## config.mk

```make
export PLATFORM = sky130hd
export DESIGN_NAME = eth_fcs_crc32
export DESIGN_NICKNAME = d
export VERILOG_FILES = /design/src/rtl/eth_fcs_crc32.sv
export SDC_FILE = /design/constraint.sdc
export NUM_CORES = 1
export LEC_CHECK = 0
export CORE_ASPECT_RATIO = 1.5
export CORE_MARGIN = 1
export CORE_UTILIZATION = 47
export CTS_CLUSTER_DIAMETER = 80
export DETAILED_ROUTE_END_ITERATION = 10
export PLACE_DENSITY = 0.76
export REMOVE_ABC_BUFFERS = 1
export SLEW_MARGIN = 20
export SYNTH_ARGS = -nofsm -noshare
export SYNTH_HDL_FRONTEND = slang
export SYNTH_SLANG_ARGS = --single-unit
```

## constraint.sdc

```tcl
create_clock -name clk -period 2.7 [get_ports clk]
set_clock_uncertainty 0.2 [all_clocks]
set_input_delay 0.27 -clock clk [delete_from_list [all_inputs] [get_ports clk]]
set_output_delay 0.27 -clock clk [all_outputs]
set_load 0.01 [all_outputs]
```

## src/rtl/eth_fcs_crc32.sv

```systemverilog
// rtl/eth_fcs_crc32.sv - byte-serial Ethernet FCS (CRC-32) engine; optional CRC32_CHECK_EN adds o_crc_ok residue check
module eth_fcs_crc32 #(
    parameter logic [31:0] POLY = 32'hEDB88320,
    parameter logic [31:0] INIT = 32'hFFFFFFFF
) (
    input  logic        clk,
    input  logic        rst,
    input  logic        i_calc,
    input  logic        i_vl,
    input  logic [7:0]  i_data,
`ifdef CRC32_CHECK_EN
    output logic        o_crc_ok,
`endif
    output logic [31:0] o_crc32
);

    logic [31:0] c;

    // Eight LSB-first shift steps unrolled into one combinational XOR tree.
    function automatic logic [31:0] crc_byte(input logic [31:0] c_in, input logic [7:0] d);
        logic [31:0] t;
        t = c_in ^ {24'h0, d};
        for (int i = 0; i < 8; i++) begin
            t = t[0] ? ((t >> 1) ^ POLY) : (t >> 1);
        end
        return t;
    endfunction

    always_ff @(posedge clk) begin
        if (rst) begin
            c <= INIT;
        end else if (!i_vl) begin
            c <= INIT;
        end else if (i_calc) begin
            c <= crc_byte(c, i_data);
        end else begin
            // Filling with ones leaves c at INIT once all four FCS bytes are out.
            c <= {8'hFF, c[31:8]};
        end
    end

    assign o_crc32 = ~c;

`ifdef CRC32_CHECK_EN
    localparam logic [31:0] RESIDUE = 32'hDEBB20E3;

    always_ff @(posedge clk) begin
        if (rst) begin
            o_crc_ok <= 1'b0;
        end else begin
            o_crc_ok <= (c == RESIDUE);
        end
    end
`endif

endmodule

```

==> out/metrics.cfg <==
[worst_setup_path]
start_kind=input port
crit_path_end_kind=register
critical_path.max_fanout=6
slowest_delay_ps=490
required_ps=2720
arrival_ps=2160
rr_endpoint=c[19]
cp_slowest_cell=clkdlybuf4s50_1
reg2reg_slack_ps=710
critPathKind=in -> reg
rr_startpoint=c[1]
path_cells=clkdlybuf4s50_1 > xnor2_4 > buf_4 > xnor2_4 > xnor3_1 > and3_1 > o21ai_1
rr_worst_depth=6
cp_common_cell=xnor2_4

[layout]
largest_register_ffs=32
layout-drive-gt1-share_pct=11.9
top_regs=c (32)
num-nets-final=263
final_cells=295
antennaDiodeCount=0
syn_to_final_growth_pct=33.2
final_common_cell=clkdlybuf4s50_1
top_register=c
layout_common_cells=43 x clkdlybuf4s50_1, 33 x inv_1, 32 x dfxtp_1

[clock_network]
clockRootBuffer=clkbuf_8
cts_resized=0
cts.sink_count=32
clock_latency_ps=290
clk_path_buf_depth=2
cts_made_buffers=5
cts.hold.buffers_added=0
clkTransAtPathRegs_ps=60
htree_levels=2
cts_tree=yes
post-cts-setup-buffer-count=0

[global_routing]
busiest_layer=met2
grt_pass1_wl_um=5890
grt_pass1_vias=1322
grt_overflow=0
grt_util_met3_pct=4.79
met2_usage_pct=33.5
grt_max_degree=26
grt_usage_pct=19.3
antenna_found_initial=0
grt_util_met1_pct=22.1

[logic_synthesis]
seq_area_frac_synth_pct=34.5
synth_area_per_cell_um2=9.39
ys.flop_type=dfxtp_1
syn_inst=198
ys_ff_latch=32
synth_area_um2=1860
yosysWarningCount=0
synthArstFlopShare_pct=0
synth_cell_types=26
synth_edf_count=0

[floorplanning]
row_count=27
die_y_um=79.0
start_util_pct=50.0
die_area_um2=4220
die-width_um=53.4
core_um2=3720
ios=44

[drt]
wl_per_cell_um=12.3
dr.pass1.iters=2
drc_errors=0
ant_nets=0
wl_um=3630
drtIter0Drc=15
vias=1393
via_per_inst=4.72

[timing]
worstMarginPinSlew_ps=677
period_share_pct=79.5
grt_setup_unrepaired=false
fin_tns_setup_ps=0
fmax_mhz=466
layout_min_cycle_time_ps=2150
slew_violations=0
slew_headroom_pct=54.8
finalSetupViolCount=0
hold_viol=0
timing.hold.ws_ps=299

[worst_hold_path]
hold_path_depth=2
hp-class=reg -> reg
min_to=c[15]
min_from=c[23]

[place]
dp_hpwl_um=2730
dp_cells=287
gp_congestion=0.795
port_buffers=43

[pwr]
leakage_nw=1.22
vdd_ir_drop_max_uv=418
total_power_w=0.00167
cellPowerDensity_nw_per_um2=675

[run_status]
run_status=completed

[flow_run]
cap_violations=0

kinds of logic after synthesis:
| family | synth area share (%) |
|---|---|
| xor+xnor | 36.7 |
| simple gates | 14.0 |
| buf+inv | 7.94 |
| flops | 34.5 |
| compound gates | 6.93 |
synth_stat cells, drive strengths merged, types with 4 or more instances:
cell,n,area share [%]
xnor2,39,25
inv,33,6.7
dfxtp,32,34
o21ai,17,4.8
nand2,15,3.0
a21oi,8,2.2
nor3,7,1.9
and3,6,2.0
clkbuf,6,1.3
nand3b,6,2.4
nor2,6,1.2
xnor3,6,7.3
xor2,5,2.8
nand3,4,1.1
or3,4,1.3
how the worst max path moves through the flow:
stage          startpoint  slack (ps)     to
2_1_floorplan        c[1]         740  c[21]
3_3_place_gp    i_data[1]         300  c[19]
3_5_place_dp    i_data[1]         280  c[19]
4_1_cts         i_data[1]         550  c[19]
5_1_grt         i_data[1]         440  c[19]
6_report        i_data[1]         550  c[19]
worst max-delay path: cells and delay by family:
kind,cells,cell delay [ps]
AND/OR/NAND/NOR,1,190
AO/OA/AOI/OAI,1,110
buffers and inverters,2,700
XOR/XNOR,3,900
layer usage:
| layer | wire length (µm) | part of all wire [%] | vias up |
|---|---|---|---|
| li1 | - | - | 725 |
| met1 | 1550 | 43 | 635 |
| met2 | 1890 | 52 | 28 |
| met3 | 148 | 4.1 | 5 |
| met4 | 44 | 1.2 | 0 |
| met5 | 0 | 0 | - |
power breakdown:
part | switching, W | internal, W
clock | 0.000169 | 0.000208
combinational | 0.000338 | 0.000404
sequential | 0.0000351 | 0.000520
total | 0.000542 | 0.00113
layout make-up:
class | instances | area (µm²)
Fill cell | 321 | 1240
Multi-Input combinational cell | 127 | 1070
Sequential cell | 32 | 641
Timing Repair Buffer | 52 | 498
Inverter | 33 | 124
Clock buffer | 8 | 90.1
Tap cell | 43 | 53.8
stage by stage:
| stage | cell area (µm²) | setup slack (ps) | util (%) |
|---|---|---|---|
| 6_report | 2480 | 554 | 66.7 |
| 3_3_place_gp | 2390 | 296 | 64.2 |
| 2_1_floorplan | 1840 | 738 | - |
| 3_5_place_dp | 2390 | 279 | 64.2 |
| 5_1_grt | 2480 | 443 | 66.7 |
| 4_1_cts | 2480 | 548 | 66.7 |
Note: power is estimated with default switching activity, not from simulation.
